File: src/rtl/gate_pkg.sv
// Shared opcode encoding and single-bit gate evaluation for the gate unit arbiter.
package gate_pkg;

  typedef enum logic [1:0] {
    OP_NOR = 2'b00,
    OP_AND = 2'b01,
    OP_OR  = 2'b10,
    OP_XOR = 2'b11
  } opcode_t;

  function automatic logic gate_eval(opcode_t op, logic a, logic b);
    logic r;
    case (op)
      OP_NOR:  r = ~(a | b);
      OP_AND:  r = a & b;
      OP_OR:   r = a | b;
      default: r = a ^ b;
    endcase
    return r;
  endfunction

endpackage

File: src/rtl/gate_unit_arbiter_rr_arbiter.sv
// Combinational round-robin arbiter: first asserted request at or after ptr wins.
module rr_arbiter #(
  parameter int N = 4
) (
  input  logic [N-1:0]         req,
  input  logic [$clog2(N)-1:0] ptr,
  input  logic                 enable,
  output logic [N-1:0]         grant,
  output logic [$clog2(N)-1:0] grant_idx
);

  localparam int unsigned NU = N;
  localparam int IW = $clog2(N);

  logic        found;
  int unsigned idx;

  always_comb begin
    grant     = '0;
    grant_idx = '0;
    found     = 1'b0;
    idx       = 0;
    for (int unsigned k = 0; k < NU; k++) begin
      idx = (32'(ptr) + k) % NU;
      if (!found && enable && req[idx]) begin
        found      = 1'b1;
        grant[idx] = 1'b1;
        grant_idx  = IW'(idx);
      end
    end
  end

endmodule

File: src/rtl/gate_unit_arbiter.sv
// Round-robin sharing of one registered bitwise gate unit behind a single-entry output buffer.
module gate_unit_arbiter
  import gate_pkg::*;
#(
  parameter int NUM_REQ = 4,
  parameter int WIDTH   = 8,
  parameter int CNT_W   = 16
) (
  input  logic                       clk,
  input  logic                       rst_n,
  input  logic [NUM_REQ-1:0]         req_valid,
  output logic [NUM_REQ-1:0]         req_ready,
  input  logic [2*NUM_REQ-1:0]       req_op,
  input  logic [WIDTH*NUM_REQ-1:0]   req_a,
  input  logic [WIDTH*NUM_REQ-1:0]   req_b,
  output logic                       rsp_valid,
  input  logic                       rsp_ready,
  output logic [WIDTH-1:0]           rsp_data,
  output logic [$clog2(NUM_REQ)-1:0] rsp_id,
  output logic [CNT_W-1:0]           grant_count
);

  localparam int ID_W = $clog2(NUM_REQ);

  localparam logic [0:0] ST_EMPTY = 1'b0;
  localparam logic [0:0] ST_FULL  = 1'b1;

  logic [0:0]         state;
  logic [ID_W-1:0]    ptr;
  logic               can_accept;
  logic               accept;
  logic [NUM_REQ-1:0] grant;
  logic [ID_W-1:0]    grant_idx;
  logic [WIDTH-1:0]   a_sel;
  logic [WIDTH-1:0]   b_sel;
  logic [WIDTH-1:0]   result;
  opcode_t            op_sel;
  int unsigned        sel;

  // Reset gating keeps req_ready low while rst_n is held, even though the buffer reads EMPTY.
  assign can_accept = rst_n && ((state == ST_EMPTY) || rsp_ready);

  rr_arbiter #(
    .N(NUM_REQ)
  ) u_rr (
    .req       (req_valid),
    .ptr       (ptr),
    .enable    (can_accept),
    .grant     (grant),
    .grant_idx (grant_idx)
  );

  assign req_ready = grant;
  assign accept    = |grant;
  assign rsp_valid = (state == ST_FULL);

  always_comb begin
    sel    = 32'(grant_idx);
    a_sel  = req_a[sel*WIDTH +: WIDTH];
    b_sel  = req_b[sel*WIDTH +: WIDTH];
    op_sel = opcode_t'(req_op[2*sel +: 2]);
    result = '0;
    for (int unsigned i = 0; i < WIDTH; i++) begin
      result[i] = gate_eval(op_sel, a_sel[i], b_sel[i]);
    end
  end

  always_ff @(posedge clk or negedge rst_n) begin
    if (!rst_n) begin
      state       <= ST_EMPTY;
      ptr         <= '0;
      rsp_data    <= '0;
      rsp_id      <= '0;
      grant_count <= '0;
    end else if (accept) begin
      state    <= ST_FULL;
      rsp_data <= result;
      rsp_id   <= grant_idx;
      ptr      <= (grant_idx == ID_W'(NUM_REQ - 1)) ? '0 : grant_idx + 1'b1;
      if (grant_count != '1) begin
        grant_count <= grant_count + 1'b1;
      end
    end else if ((state == ST_FULL) && rsp_ready) begin
      state <= ST_EMPTY;
    end
  end

endmodule

File: config.mk
export PLATFORM = sky130hd
export DESIGN_NAME = gate_unit_arbiter
export DESIGN_NICKNAME = d
export VERILOG_FILES = /design/src/rtl/gate_pkg.sv /design/src/rtl/gate_unit_arbiter_rr_arbiter.sv /design/src/rtl/gate_unit_arbiter.sv
export SDC_FILE = /design/constraint.sdc
export NUM_CORES = 1
export LEC_CHECK = 0
export BUFFER_PORTS_ARGS = -buffer_cell sky130_fd_sc_hd__buf_2
export CAP_MARGIN = 20
export CORE_ASPECT_RATIO = 0.8
export CORE_MARGIN = 5
export CORE_UTILIZATION = 55
export DETAILED_ROUTE_END_ITERATION = 10
export PLACE_DENSITY_LB_ADDON = 0.15
export SETUP_SLACK_MARGIN = 0.1
export SYNTH_ARGS = -nofsm -noshare
export SYNTH_HDL_FRONTEND = slang
export SYNTH_SLANG_ARGS = --single-unit
File: constraint.sdc
create_clock -name clk -period 6.9 [get_ports clk]
set_input_delay 1.38 -clock clk [delete_from_list [all_inputs] [get_ports clk]]
set_output_delay 1.38 -clock clk [all_outputs]
set_load 0.005 [all_outputs]
==> key figures <==
Status
  • Outcome: finished clean

Clock tree
  • Worst-Skew Late Latency: 0.28 ns
  • H-tree Lvls: 2
  • Clk slew on worst S/H paths: about 0.07 ns
  • CTS tree: yes
  • Post-CTS Setup Repair Bufs: 0
  • # resized after CTS: 0
  • Clock buffer depth: 2
  • CTS buffer count: 5
  • CTS sink count: 29
  • Post-cts hold buffer count: 0
  • Root Buffer: clkbuf_8

Finish
  • Final antenna diode count: 0
  • Area of the multi-input gates: 0.002048 mm²
  • Most frequent cells in the layout: buf_2, mux2i_1, dfrtp_1
  • Commonest non-fill, non-tap cell in the layout: buf_2
  • Share of cells above drive strength 1: 34.88%
  • Sequential cell area: a little over 700 µm²
  • Util after Layout: between 60% and 70%
  • Fin nets: approximately 510
  • # fillers: about 460
  • P&R area growth vs syn: 21.26%

Routing
  • Vias/cell: 5.341
  • Initial DRC count: 86
  • Total Wirelength: around 6300 µm
  • DRC: 0
  • Via total after detailed routing: around 2500
  • Initial DRT Pass Iterations: 5
  • Wire per inst: between 10 and 15 µm
  • Antenna violation net count after detailed routing: 0

Worst setup path
  • Critical path launch point: ptr[0]
  • Critical path cell sequence: inv_1, ha_1, mux4_2, nand3b_1, a21oi_1, a221oi_1, inv_1, buf_2
  • Cell mode on critical path: inv_1
  • Worst r2r src: ptr[0]
  • WP data arrival: approximately 3.3 ns
  • Worst endpoint required time: between 5 and 6 ns
  • CP Class: flip-flop to primary output
  • Worst setup EP type: primary output
  • Max FO, Critical Path: 20
  • Setup crit start kind: flip-flop
  • Critical path's slowest cell: dfrtp_1
  • Critical path buffers and inverters: 3
  • CP max stage delay: between 0.7 and 0.8 ns
  • Cell family with most CP delay: flip-flops

Yosys
  • Synth warn: 0
  • Syn avg cell area: around 9.6 µm²
  • Ys async rst share: 100.0%
  • Top FF cell, synth: dfrtp_1
  • Post-synth EDFFs: 0
  • Synth cell types: between 50 and 60
  • Mapped Area: approximately 0.003 mm²
  • Synth Net Count: between 400 and 500
  • Synth Register Bits: 29
  • Seq/Total Area, Yosys: about 24%
  • Mapped Cells: between 300 and 400

STA
  • Final WS setup: 2.206 ns
  • RSZ-0062 raised after global routing: false
  • Actual slew at the worst max-slew pin: a little under 1 ns
  • Worst Skew: 0.006522 ns
  • Max frequency: 213.0 MHz
  • Fin crit share: 68.03%
  • Sum Neg Setup Slack: 0 ns
  • Final Max Slew Viols: 0
  • Min cycle time layout: approximately 4.7 ns
  • Final setup viols: 0
  • Slew headroom: a little over a third
  • Endpoints failing hold: 0

Pwr
  • Flop pwr share: roughly 23%
  • P_sw: roughly 0.00052 W
  • Leak: between 2 and 2.5 nW
  • Peak supply drop: approximately 0.14 mV
  • Sw Ratio: between 40% and 50%
  • Combinational fraction of design power: between 60% and 70%
  • Total power: roughly 0.0013 W
  • P per Cell Area: 345.5 mW/mm²
  • Internal power: between 0.0007 and 0.0008 W
  • Clock power share: 16.5%

Min path
  • Hold_sp: grant_count[5]
  • Worst Hold Class: flip-flop to flip-flop

Die
  • Die H: about 76 µm
  • Initial Util: a little under three fifths
  • Die area: roughly 0.007 mm²
  • # IOs: 110
  • Core Rows: 24
  • Die Wd: 92.42 µm
  • Core area: about 0.0054 mm²

Place
  • PortBufs: around 110
  • DP Worst Slack: ~2.2 ns
  • Detailed placer's ending HPWL: between 5000 and 6000 µm
  • Gp weighted congestion: 0.8575

GRT
  • Vias in the first global route: between 2000 and 2500
  • Initial antenna violation count: 0
  • First-pass GRT wire length: about 11000 µm
  • Largest net degree at the start of global routing: 36
  • GRT overflow: 0
  • GR Util All Layers: a little under a fifth

Job
  • Max-cap viol count: 0
power by group through the flow:
stage | clock network (W) | logic [W] | registers [W]
2_1_floorplan | 0 | 0.000653 | 0.000266
3_3_place_gp | 0 | 0.000750 | 0.000285
3_5_place_dp | 0 | 0.000772 | 0.000287
4_1_cts | 0.000211 | 0.000776 | 0.000284
5_1_grt | 0.000221 | 0.000862 | 0.000292
6_report | 0.000207 | 0.000763 | 0.000282
flip-flops by register name, indices dropped and copies added, names as in the netlist:
register,count
rsp_data,8
rsp_valid,1
rsp_id,2
ptr,2
grant_count,16
cells by family (layout without fill, tap and decap cells):
family / Yosys count / in the layout / share of synthesized area (%)
flip-flops: 29 / 29 / 24.28
buffers and inverters: 43 / 141 / 7.493
multiplexers: 79 / 79 / 28.51
AND/OR/NAND/NOR: 78 / 78 / 15.19
XOR/XNOR: 21 / 21 / 6.153
AO/OA/AOI/OAI: 41 / 41 / 9.586
adder cells (fa/ha/maj): 21 / 21 / 8.790
per-layer routing:
metal  GRT usage, %  wire [µm]
met1          24.72       2748
met2          31.50       3106
met3          2.970        409
met4          5.045         63
met5              0          0
stage by stage:
| step | std cells | hold slack (ns) | area (µm²) |
|---|---|---|---|
| final | 475 | 0.4810 | 3625 |
| after global routing | 475 | 0.5046 | 3625 |
| after CTS | 475 | 0.4890 | 3625 |
| after detailed placement | 467 | 0.4798 | 3491 |
| after global placement | 467 | 0.4678 | 3491 |
| after floorplan | 312 | 0.4737 | 2989 |
path summary, 6_finish.rpt:
check	cells after the start	slack, ns	to
max	8	2.21	req_ready[0]
min	1	0.48	grant_count[5]
max reg2reg	12	2.42	rsp_data[2]
min reg2reg	1	0.48	grant_count[5]
max in group asynchronous	1	5.26	grant_count[7]
min in group asynchronous	1	1.17	rsp_valid
layout make-up:
class,instances,share of cell area [%]
multi-input cells,240,56.51
flip-flops and latches,29,20.02
inverters,24,2.485
clock inverters,3,1.795
repair buffers,109,15.05
well taps,65,2.244
clock buffers,5,1.899
synth_stat cells, types with 4 or more instances:
master	instances	area (µm²)
nand2_1	23	86.33
nand3_1	9	45.04
dfrtp_1	29	725.7
buf_6	5	56.30
xnor2_1	10	87.58
a21oi_1	13	65.06
nor2_1	9	33.78
nand4_1	5	31.28
o21ai_1	9	45.04
mux2_2	11	123.9
xor2_1	11	96.34
a221oi_1	4	35.03
nor2b_1	5	31.28
buf_2	11	55.05
inv_1	24	90.09
mux2i_1	63	630.6
nand3b_1	4	30.03
ha_1	21	262.8
worst reg2reg max path, stage by stage (launching register included):
cell     delay, ns
dfrtp_1       0.77
inv_1         0.24
ha_1          0.62
mux2i_1       0.35
o32ai_1       0.15
nand4_1       0.16
and2_2        0.81
mux2i_1       0.29
mux2i_1       0.12
ha_1          0.33
mux2_4        0.25
mux2i_1       0.15
o21ai_1       0.09
(Power assumes the default switching activity.)
